==> src/rtl/e1_pkg.sv <==
// Shared E1 transmit framing constants, FSM state type, position struct and
// the timeslot-to-channel mapping.
package e1_pkg;

  localparam int unsigned E1_NUM_CH   = 30;
  localparam int unsigned E1_NUM_TS   = 32;
  localparam int unsigned E1_MF_LEN   = 16;
  localparam int unsigned E1_BITS     = 8;
  localparam int unsigned E1_CH_W     = E1_NUM_CH * 8;
  localparam int unsigned E1_SIG_W    = E1_NUM_CH * 4;
  localparam int unsigned E1_BIT_W    = 3;
  localparam int unsigned E1_TS_W     = 5;
  localparam int unsigned E1_FRM_W    = 4;
  localparam int unsigned E1_CH_IDX_W = 5;

  localparam logic [7:0] E1_FAS      = 8'h9B;
  localparam logic [7:0] E1_NFAS     = 8'hDF;
  localparam logic [7:0] E1_MFAS     = 8'h0B;
  localparam logic [7:0] E1_CAS_IDLE = 8'hDD;

  typedef enum logic {
    AIS = 1'b0,
    RUN = 1'b1
  } e1_tx_state_t;

  typedef struct packed {
    logic [E1_FRM_W-1:0] frm;
    logic [E1_TS_W-1:0]  ts;
    logic [E1_BIT_W-1:0] bit_idx;
  } e1_pos_t;

  // Voice timeslots 1-15 carry ch0-14, 17-31 carry ch15-29; TS0/TS16 have no channel.
  function automatic logic [E1_CH_IDX_W-1:0] e1_ts_to_ch(input logic [E1_TS_W-1:0] ts);
    if (ts < 5'd16) return ts - 5'd1;
    else            return ts - 5'd2;
  endfunction

endpackage

==> src/rtl/e1_mux_tx_if.sv <==
// Payload/line bundle between the E1 transmit framer and its environment.
interface e1_mux_tx_if;
  import e1_pkg::*;

  logic                bit_en;
  logic                tx_en;
  logic [E1_CH_W-1:0]  ch_data;
  logic [E1_SIG_W-1:0] sig;
  logic                ch_load;
  logic                ser_out;
  logic                frame_start;
  logic                mframe_start;
  logic                running;

  modport master (
    output bit_en, tx_en, ch_data, sig,
    input  ch_load, ser_out, frame_start, mframe_start, running
  );

  modport slave (
    input  bit_en, tx_en, ch_data, sig,
    output ch_load, ser_out, frame_start, mframe_start, running
  );

endinterface

==> src/rtl/e1_tx_pos_cnt.sv <==
// Free-running bit/timeslot/frame position chain; points at the next bit to drive.
module e1_tx_pos_cnt
  import e1_pkg::*;
(
  input  logic    clk,
  input  logic    rst,
  input  logic    en_i,
  output e1_pos_t pos_o
);

  e1_pos_t pos_q, pos_d;
  logic    bit_wrap, ts_wrap, frm_wrap;

  always_comb begin
    bit_wrap = (pos_q.bit_idx == 3'(E1_BITS - 1));
    ts_wrap  = (pos_q.ts == 5'(E1_NUM_TS - 1));
    frm_wrap = (pos_q.frm == 4'(E1_MF_LEN - 1));
    pos_d    = pos_q;
    if (en_i) begin
      pos_d.bit_idx = bit_wrap ? '0 : pos_q.bit_idx + 3'd1;
      if (bit_wrap) begin
        pos_d.ts = ts_wrap ? '0 : pos_q.ts + 5'd1;
        if (ts_wrap) pos_d.frm = frm_wrap ? '0 : pos_q.frm + 4'd1;
      end
    end
  end

  always_ff @(posedge clk or posedge rst) begin
    if (rst) pos_q <= '0;
    else     pos_q <= pos_d;
  end

  assign pos_o = pos_q;

endmodule

==> src/rtl/e1_mux_tx.sv <==
// E1 G.704 transmit framer: shadow-buffered payload, FAS/NFAS/MFAS insertion, AIS/RUN FSM.
// Define E1_CAS_EN to carry CAS signalling in TS16; otherwise TS16 sends idle 8'hDD.
module e1_mux_tx
  import e1_pkg::*;
(
  input  logic        clk,
  input  logic        rst,
  e1_mux_tx_if.slave  bus
);

  e1_pos_t                pos;
  e1_tx_state_t           state_q, state_d;
  logic [E1_CH_W-1:0]     ch_q, ch_d;
  logic                   ser_q, ser_d;
  logic                   fs_q, fs_d, mfs_q, mfs_d, ld_q, ld_d, run_q, run_d;
  logic                   frame_edge_c;
  logic [E1_CH_IDX_W-1:0] ch_idx_c;
  logic [7:0]             tx_byte_c;

  e1_tx_pos_cnt u_pos (
    .clk   (clk),
    .rst   (rst),
    .en_i  (bus.bit_en),
    .pos_o (pos)
  );

  assign frame_edge_c = bus.bit_en && (pos.ts == 5'd0) && (pos.bit_idx == 3'd0);
  assign ch_idx_c     = e1_ts_to_ch(pos.ts);

`ifdef E1_CAS_EN
  logic [E1_SIG_W-1:0] sig_q, sig_d;
  logic [3:0]          sig_a_c, sig_b_c;

  // TS16 of frame n pairs ABCD of ch n-1 (high nibble) with ch n+14 (low nibble).
  always_comb begin
    sig_d   = frame_edge_c ? bus.sig : sig_q;
    sig_a_c = sig_q[{pos.frm - 4'd1, 2'b00} +: 4];
    sig_b_c = sig_q[{5'(pos.frm) + 5'd14, 2'b00} +: 4];
  end

  always_ff @(posedge clk or posedge rst) begin
    if (rst) sig_q <= {E1_NUM_CH{4'hD}};
    else     sig_q <= sig_d;
  end
`else
  logic unused_sig_c;
  assign unused_sig_c = ^bus.sig;
`endif

  // Byte for the current timeslot; at TS0 the byte never depends on the buffer being captured.
  always_comb begin
    tx_byte_c = ch_q[{ch_idx_c, 3'b000} +: 8];
    if (pos.ts == 5'd0) begin
      tx_byte_c = pos.frm[0] ? E1_NFAS : E1_FAS;
    end else if (pos.ts == 5'd16) begin
      if (pos.frm == 4'd0) tx_byte_c = E1_MFAS;
`ifdef E1_CAS_EN
      else                 tx_byte_c = {sig_a_c, sig_b_c};
`else
      else                 tx_byte_c = E1_CAS_IDLE;
`endif
    end
  end

  // Next state and registered outputs; transitions only at frame boundaries.
  always_comb begin
    state_d = state_q;
    ch_d    = ch_q;
    ser_d   = ser_q;
    fs_d    = frame_edge_c;
    ld_d    = frame_edge_c;
    mfs_d   = frame_edge_c && (pos.frm == 4'd0);
    if (frame_edge_c) begin
      ch_d = bus.ch_data;
      unique case (state_q)
        AIS: if (bus.tx_en && (pos.frm == 4'd0)) state_d = RUN;
        RUN: if (!bus.tx_en)                     state_d = AIS;
        default: state_d = AIS;
      endcase
    end
    if (bus.bit_en) ser_d = (state_d == RUN) ? tx_byte_c[~pos.bit_idx] : 1'b1;
    run_d = (state_d == RUN);
  end

  always_ff @(posedge clk or posedge rst) begin
    if (rst) begin
      state_q <= AIS;
      ch_q    <= {E1_NUM_CH{8'hFF}};
      ser_q   <= 1'b1;
      fs_q    <= 1'b0;
      mfs_q   <= 1'b0;
      ld_q    <= 1'b0;
      run_q   <= 1'b0;
    end else begin
      state_q <= state_d;
      ch_q    <= ch_d;
      ser_q   <= ser_d;
      fs_q    <= fs_d;
      mfs_q   <= mfs_d;
      ld_q    <= ld_d;
      run_q   <= run_d;
    end
  end

  assign bus.ser_out      = ser_q;
  assign bus.frame_start  = fs_q;
  assign bus.mframe_start = mfs_q;
  assign bus.ch_load      = ld_q;
  assign bus.running      = run_q;

endmodule

==> src/flat_wrapper.sv <==
// flat-port wrapper written by rule: the top's interface ports become plain ports
module e1_mux_tx_flat import e1_pkg::*;
  (clk, rst, bus_bit_en, bus_tx_en, bus_ch_data, bus_sig, bus_ch_load, bus_ser_out, bus_frame_start, bus_mframe_start, bus_running);
  e1_mux_tx_if bus_i ();
  input  logic clk;
  input  logic rst;
  input wire logic [$bits(bus_i.bit_en)-1:0] bus_bit_en;
  input wire logic [$bits(bus_i.tx_en)-1:0] bus_tx_en;
  input wire logic [$bits(bus_i.ch_data)-1:0] bus_ch_data;
  input wire logic [$bits(bus_i.sig)-1:0] bus_sig;
  output wire logic [$bits(bus_i.ch_load)-1:0] bus_ch_load;
  output wire logic [$bits(bus_i.ser_out)-1:0] bus_ser_out;
  output wire logic [$bits(bus_i.frame_start)-1:0] bus_frame_start;
  output wire logic [$bits(bus_i.mframe_start)-1:0] bus_mframe_start;
  output wire logic [$bits(bus_i.running)-1:0] bus_running;
  assign bus_i.bit_en = bus_bit_en;
  assign bus_i.tx_en = bus_tx_en;
  assign bus_i.ch_data = bus_ch_data;
  assign bus_i.sig = bus_sig;
  assign bus_ch_load = bus_i.ch_load;
  assign bus_ser_out = bus_i.ser_out;
  assign bus_frame_start = bus_i.frame_start;
  assign bus_mframe_start = bus_i.mframe_start;
  assign bus_running = bus_i.running;
  e1_mux_tx u_core (.clk(clk), .rst(rst), .bus(bus_i));
endmodule
==> config.mk <==
export PLATFORM = sky130hd
export DESIGN_NAME = e1_mux_tx_flat
export DESIGN_NICKNAME = d
export VERILOG_FILES = /design/src/rtl/e1_pkg.sv /design/src/rtl/e1_mux_tx_if.sv /design/src/rtl/e1_tx_pos_cnt.sv /design/src/rtl/e1_mux_tx.sv /design/src/flat_wrapper.sv
export SDC_FILE = /design/constraint.sdc
export NUM_CORES = 1
export LEC_CHECK = 0
export CORE_MARGIN = 3
export CORE_UTILIZATION = 48
export DETAILED_ROUTE_END_ITERATION = 7
export GPL_ROUTABILITY_DRIVEN = 1
export PLACE_DENSITY = 0.82
export SLEW_MARGIN = 20
export SYNTH_ARGS = -nofsm -noshare
export SYNTH_HDL_FRONTEND = slang
export SYNTH_HIERARCHICAL = 1
export SYNTH_SLANG_ARGS = --single-unit
==> constraint.sdc <==
create_clock -name clk -period 11.1 [get_ports clk]
set_input_delay 2.22 -clock clk [delete_from_list [all_inputs] [get_ports clk]]
set_output_delay 2.22 -clock clk [all_outputs]
set_load 0.05 [all_outputs]
==> results_tabular.tex <==
\begin{tabular}{lr}
\hline
Metric & Value \\
\hline
\multicolumn{2}{l}{\textbf{Synth}} \\
Cell types occupying the most area after synthesis & sky130\_fd\_sc\_hd\_\_dfstp\_2 50\%, sky130\_fd\_sc\_hd\_\_mux2\_2 22\%, sky130\_fd\_sc\_hd\_\_mux4\_2 8.2\% \\
Post-synth top area share & 50.29\% \\
Largest area contributor in the synthesized netlist & sky130\_fd\_sc\_hd\_\_dfstp\_2 \\
Total of flip-flops plus latches after synthesis & between 200 and 300 \\
Asr flop ratio synth & 100.0\% \\
Number of synthesized flops with an enable pin & 0 \\
Most used flip-flop cell after synthesis & sky130\_fd\_sc\_hd\_\_dfstp\_2 \\
Post-synthesis sequential area ratio & between 50\% and 60\% \\
Distinct cell type count of the synthesized netlist & around 70 \\
Number of warning messages in the yosys log & 6 \\
Syn Area/Cell & approximately 15 um\^{}2 \\
Syn\_nets & $\sim$1200 \\
Instance count of the mapped netlist & 860 \\
Combined area of all synthesized cells & 0.01259 mm\^{}2 \\
\multicolumn{2}{l}{\textbf{Clock tree}} \\
Clock tree from TritonCTS & done \\
Post-CTS Setup Bufs & 0 \\
Skew-Pair Late Insertion Delay & around 550 ps \\
Maximum clock insertion buffer count & 3 \\
Clk sinks & roughly 260 \\
CTS buffer count & 29 \\
Clock transition at the register clock pins on the worst setup and hold paths after CTS & around 60 ps \\
Hold-fix buffer count after cts & 0 \\
Cell chosen for the clock root & sky130\_fd\_sc\_hd\_\_clkbuf\_16 \\
Clock H-tree levels & 1 \\
Gates resized, CTS repair & 0 \\
\multicolumn{2}{l}{\textbf{Layout}} \\
Relative area change from synthesis to final layout & 28.73\% \\
Final layout net count & between 1000 and 1500 \\
Share of cells above drive strength 1 & 54.17\% \\
Fill cell instance count of the final layout & about 1900 \\
Leading cell types in the layout, fill and taps excluded & 248 x sky130\_fd\_sc\_hd\_\_clkdlybuf4s50\_1, 244 x sky130\_fd\_sc\_hd\_\_mux2\_2, 241 x sky130\_fd\_sc\_hd\_\_dfstp\_2 \\
Most common library cell in the layout ignoring fill and taps & sky130\_fd\_sc\_hd\_\_clkdlybuf4s50\_1 \\
\multicolumn{2}{l}{\textbf{Critical path}} \\
Buf/Inv on CP & 3 \\
Category of the worst setup path capture point & flop \\
Data arrival time of the critical path & $\sim$5400 ps \\
Crit start category & primary input \\
Setup slack of the most critical reg-to-reg path & between 6000 and 7000 ps \\
Cells along the critical path & clkdlybuf4s50\_1 > nand2b\_1 > nor4\_4 > buf\_4 > buf\_4 > mux2\_2 \\
Cell count along the critical path & 6 \\
Critical path fanouts, max & a little over 70 \\
Delay of the slowest cell on the worst path & around 800 ps \\
CP max-delay cell & sky130\_fd\_sc\_hd\_\_buf\_4 \\
Most common cell type on the critical path & sky130\_fd\_sc\_hd\_\_buf\_4 \\
Required @ worst endpoint & roughly 12000 ps \\
CP delay by family, top & buffers and inverters \\
Length in cells of the worst reg-to-reg path & 11 \\
Type of the worst setup path & in2reg \\
\multicolumn{2}{l}{\textbf{Route}} \\
DR WL/cell & $\sim$22 um \\
Post-route DRC & 0 \\
First-iteration detailed-routing DRC count & approximately 470 \\
Overall routed net length & 31740 um \\
Drt via density & about 5.7 \\
First-pass iteration count of the detailed router & 5 \\
Vias & 8179 \\
Remaining antenna violation count & 0 \\
\multicolumn{2}{l}{\textbf{Power}} \\
Leakage power & $\sim$0.006 uW \\
Int Pwr & 3262 uW \\
Power density of the placed cells & roughly 300 mW/mm\^{}2 \\
Proportion of power drawn by flip-flops and latches & roughly two fifths \\
Switching Fraction & between 30 and 40\% \\
Clock power frac & 18.5\% \\
Worst vdd rail ir drop & about 0.19 mV \\
Net load switching power & around 1600 uW \\
Combinational share of power & approximately two fifths \\
\multicolumn{2}{l}{\textbf{Die}} \\
Cell row count & 58 \\
Core area & 0.02547 mm\^{}2 \\
Initial core utilization & 49.44\% \\
Area enclosed by the die boundary & $\sim$0.028 mm\^{}2 \\
Height of the die & $\sim$170 um \\
Number of top-level design ports & 369 \\
Horizontal extent of the die & 168.0 um \\
\multicolumn{2}{l}{\textbf{Global route}} \\
Global route total overflow & 0 \\
Antenna violations before repair & 4 \\
Global-route wire length before repair & 48980 um \\
Vias in the first global route & 8690 \\
Combined global-route utilization of all metal layers & around 22\% \\
Pin count of the biggest net entering global routing & about 110 \\
\multicolumn{2}{l}{\textbf{Min path}} \\
Worst min-delay path class & reg2reg \\
Worst hold path depth & 2 \\
\multicolumn{2}{l}{\textbf{STA}} \\
Share of the cycle needed by the critical path after routing & between 40\% and 50\% \\
Transition at the pin with the smallest max-transition slack & $\sim$1000 ps \\
Setup tns final & 0 ps \\
Setup-failing EPs final & 0 \\
Setup slack after layout & approximately 6200 ps \\
Fmax & between 200 and 250 MHz \\
Worst rel slew slack & around 32\% \\
Min Tclk post-route & between 4000 and 5000 ps \\
Final clock skew & between 10 and 15 ps \\
Max Transition Viols Final & 0 \\
Number of endpoints with negative hold slack in the final report & 0 \\
RSZ-0062 raised after global routing & no \\
\multicolumn{2}{l}{\textbf{Placement}} \\
Detailed Place HPWL & approximately 22000 um \\
I/O Buffers & around 250 \\
Worst slack at placement & between 5000 and 6000 ps \\
Final estimated routing congestion in global placement & around 0.87 \\
\multicolumn{2}{l}{\textbf{Run status}} \\
Status & finished clean \\
\multicolumn{2}{l}{\textbf{Job}} \\
Count of max-cap constraint violations & 0 \\
\hline
\end{tabular}
==> final cells by class <==
cell class | count | area [um^2] | share of cell area [%]
Multi-Input combinational cell | 538 | 5570 | 34.37
Sequential cell | 256 | 6708 | 41.38
Inverter | 10 | 45.04 | 0.2779
Clock inverter | 7 | 43.79 | 0.2702
Timing Repair Buffer | 260 | 2572 | 15.87
Antenna cell | 2 | 5.005 | 0.03088
Tap cell | 330 | 412.9 | 2.547
Clock buffer | 44 | 852.1 | 5.257
==> Yosys cell counts, types with 3 or more instances <==
cell type and number:
sky130_fd_sc_hd__nand4_1 4, sky130_fd_sc_hd__ha_1 9, sky130_fd_sc_hd__mux4_2 46, sky130_fd_sc_hd__o2111ai_1 5, sky130_fd_sc_hd__clkbuf_1 11, sky130_fd_sc_hd__buf_4 9, sky130_fd_sc_hd__a311oi_1 3, sky130_fd_sc_hd__buf_6 5
sky130_fd_sc_hd__buf_2 29, sky130_fd_sc_hd__nor2_1 12, sky130_fd_sc_hd__nand3_1 24, sky130_fd_sc_hd__inv_1 9, sky130_fd_sc_hd__a21oi_1 18, sky130_fd_sc_hd__or4_1 3, sky130_fd_sc_hd__nand2b_1 8, sky130_fd_sc_hd__dfstp_2 241
sky130_fd_sc_hd__a2111oi_0 4, sky130_fd_sc_hd__mux2i_1 26, sky130_fd_sc_hd__o21ai_0 10, sky130_fd_sc_hd__nand3b_1 3, sky130_fd_sc_hd__mux2_2 244, sky130_fd_sc_hd__a22oi_1 4, sky130_fd_sc_hd__nand2_1 52, sky130_fd_sc_hd__dfrtp_1 15
sky130_fd_sc_hd__a31oi_1 6
==> cells by family after synthesis <==
family	synth area share, %
AO/OA/AOI/OAI	4.481
AND/OR/NAND/NOR	5.097
flip-flops	53.27
multiplexers	32.88
buffers and inverters	2.822
adder cells (fa/ha/maj)	0.8943
XOR/XNOR	0.5565
==> flip-flops by register name (all words and copies together) (netlist names) <==
signal	cells
u_core/ch_q	240
u_core/u_pos/pos_o	12
u_core/bus.ch_load	1
u_core/bus.mframe_start	1
u_core/bus.running	1
u_core/bus.ser_out	1
==> worst paths after layout <==
path                                                           to                               from
worst max-delay path                  u_core/ch_q[98]$_DFFE_PP1P_                         bus_bit_en
worst min-delay path                  u_core/ch_q[85]$_DFFE_PP1P_        u_core/ch_q[85]$_DFFE_PP1P_
worst max register to register     u_core/bus.ser_out$_DFFE_PP1P_  u_core/u_pos/pos_o[3]$_DFFE_PP0P_
worst min register to register        u_core/ch_q[85]$_DFFE_PP1P_        u_core/ch_q[85]$_DFFE_PP1P_
max in group asynchronous            u_core/ch_q[114]$_DFFE_PP1P_                                rst
min in group asynchronous       u_core/u_pos/pos_o[2]$_DFFE_PP0P_                                rst
==> tightest hold or removal path: stages, from the launching register on <==
cell and delay (ps):
sky130_fd_sc_hd__dfstp_2 360, sky130_fd_sc_hd__inv_1 60, sky130_fd_sc_hd__o21ai_0 90
==> through the flow <==
stage	util (%)	hold slack, ps	power, uW	instances	instance area (um^2)
3_5_place_dp	60.10	502.5	3986	1394	15310
6_report	63.64	516.5	4849	1447	16210
4_1_cts	63.62	510.8	4902	1445	16200
5_1_grt	63.64	541.2	5132	1447	16210
3_3_place_gp	60.10	496.1	3902	1394	15310
2_1_floorplan	-	470.0	3351	860	12590
==> metal layers <==
| metal | GRT usage, % | up-vias | wire length [um] |
|---|---|---|---|
| met5 | 0 | - | 21 |
| met4 | 7.791 | 4 | 1219 |
| met3 | 5.212 | 75 | 1928 |
| met2 | 36.85 | 266 | 15660 |
| met1 | 28.20 | 4141 | 12910 |
| li1 | - | 3693 | - |
==> power groups by stage <==
stage / Combinational, uW / Clock (uW) / Sequential (uW)
global placement: 1950 / 0 / 1960
global route: 2130 / 958 / 2040
detailed placement: 1990 / 0 / 1990
CTS: 2000 / 919 / 1980
floorplan: 1470 / 0 / 1880
finish: 1980 / 895 / 1980
Note: power is estimated with default switching activity, not from simulation.
==> variant, RTL diff (config.mk and constraints unchanged) <==
Change the package constant `E1_FRM_W` from 4 to 3.
--- a/src/rtl/e1_pkg.sv
+++ b/src/rtl/e1_pkg.sv
@@ -12,3 +12,3 @@
   localparam int unsigned E1_TS_W     = 5;
-  localparam int unsigned E1_FRM_W    = 4;
+  localparam int unsigned E1_FRM_W    = 3;
   localparam int unsigned E1_CH_IDX_W = 5;
Check against the original RTL: same outputs for any inputs over 10 cycles, from zero or initial values and one cycle with rst high; that may be too few to reach the edited logic, so the function may still have changed.
==> variant against the unedited design <==
Final area up 1.1%. Wire length up 13%. Sequential cell count down 1. Setup slack better by 88 ps. Clock power up 2%. Register-to-register slack better by 630 ps. Power down 0.72%. Die area up 1.6%. Area after synthesis up 1.7%. Via count up 30%. Largest power group is now combinational cells.
==> variant: results (changes against the unedited design) <==
Power and ir drop
  – Leakage: 7.24 nW (+18%)
  – Sw Ratio: 37.7% (+5.0 points)
  – Comb. pwr: 2.03 mW (+3%)
  – Peak VDD IR: 0.152 mV (-18%)
  – Clock-net power: 913 uW (+2%)
  – Pint: 3.00 mW (-8.1%)

Global routing
  – Global-route wire length before repair: 56.9 mm (+16%)
  – Met1 Usage GRT: 33.3% (+5.1 points)
  – Grt met2 use: 41.4% (+4.5 points)
  – Total GRT Usage: 24.9% (+2.9 points)
  – Largest net degree at the start of global routing: 145 (+28%)
  – GR Util met3: 4.94% (-0.27 points)
  – Initial antenna violation count: 1 (-3)
  – Vias in the first global route: 10900 (+25%)

Placement
  – RD Place Congestion: 0.917 (+6.0%)
  – Worst slack, placed: 5770 ps (+119 ps)
  – Placed insts: 1907 (+37%)
  – Hpwl dp: 24.9 mm (+12%)
  – Area of placed instances: 15500 um^2 (+1.0%)

Final layout
  – Non-Filler Instances: 1958 (+35%)
  – Filler cells: 2090 (+9.6%)
  – Top reg by flops: u_core/ch_q
  – Share of layout cells above drive strength 1: 22.4% (-32 points)
  – Layout Nets: 1974 (+34%)

Logic synthesis
  – Post-Syn Nets: 1767 (+43%)
  – Sequential share of the synthesized area: 52.2% (-1.1 points)
  – Distinct cells, synth: 67 (-2.9%)
  – Most frequent cells after synthesis: nand2_1, dfstp_2, clkbuf_1
  – Mean area per synthesized cell: 9.19 um^2 (-37%)
  – Top cells by area, synth: dfstp_2, nand2_1, mux4_2, dfrtp_1, clkbuf_1
  – Ys Warns: 6 (unchanged)

Detailed routing
  – Initial detailed-routing violation count: 910 (+95%)
  – Via/cell ratio: 5.45 (-3.6%)
  – WL/cell: 18.3 um (-16%)

Clocking
  – CTS buffer count: 27 (-6.9%)
  – Postcts setup bufs: 0 (unchanged)

Timing
  – Least-Margin Pin Slew: 1200 ps (+186 ps)
  – Setup Skew: 18.9 ps (+6.40 ps)

Status
  – Outcome: finished clean

Worst setup path
  – CP Max Fanout: 144 (+100%)
  – Crit path DAT: 5290 ps (-90 ps)
## variant: cell types whose count changed in the layout (fill, tap and decap cells not counted), sizes merged, moves of 6 or more
| cell | unedited run | this run |
|---|---|---|
| o22ai | 2 | 12 |
| mux2i | 27 | 21 |
| nor3 | 1 | 10 |
| clkbuf | 44 | 36 |
| a21oi | 18 | 10 |
| nand2 | 52 | 770 |
| mux2 | 246 | 8 |
## variant: kinds of logic after synthesis
logic type	synth area share (%)
mux	11.3
compound gates	5.04
buf+inv	3.41
xor+xnor	0.469
fa+ha+maj	0.879
flops	52.2
simple gates	26.7
## variant: path summary, 6_finish.rpt
| kind | slack, ps | start | cells after the start | to |
|---|---|---|---|---|
| setup / recovery | 6280 | bus_bit_en | 6 | u_core/ch_q[126] |
| hold / removal | 450 | u_core/ch_q[237] | 2 | u_core/ch_q[237] |
| setup reg to reg | 7230 | u_core/u_pos/pos_o[4] | 10 | u_core/bus.ser_out |
| hold reg to reg | 450 | u_core/ch_q[237] | 2 | u_core/ch_q[237] |
| max in group asynchronous | 7010 | rst | 4 | u_core/ch_q[148] |
| min in group asynchronous | 2180 | rst | 2 | u_core/u_pos/pos_o[6] |
## variant: area by class of cell
type	count	area, um^2	area share, %
inverter	9	46.3	0.283
tap	335	419	2.56
sequential	255	6690	40.8
clock buffer	36	771	4.70
antenna	1	2.50	0.0153
clock inverter	14	138	0.840
multi-input combinational	1046	5730	35.0
timing repair buffer	262	2590	15.8
## variant: critical path: stages
cell,delay (ps)
clkdlybuf4s50_1,750
nand3_1,310
inv_6,810
buf_4,870
nand2_1,160
nand2_1,120
## variant: per-layer routing
metal | routed length, um | part of all wire (%)
met2 | 17400 | 49
met3 | 2530 | 7.1
met5 | 0 | 0
met4 | 1100 | 3.1
met1 | 14800 | 41
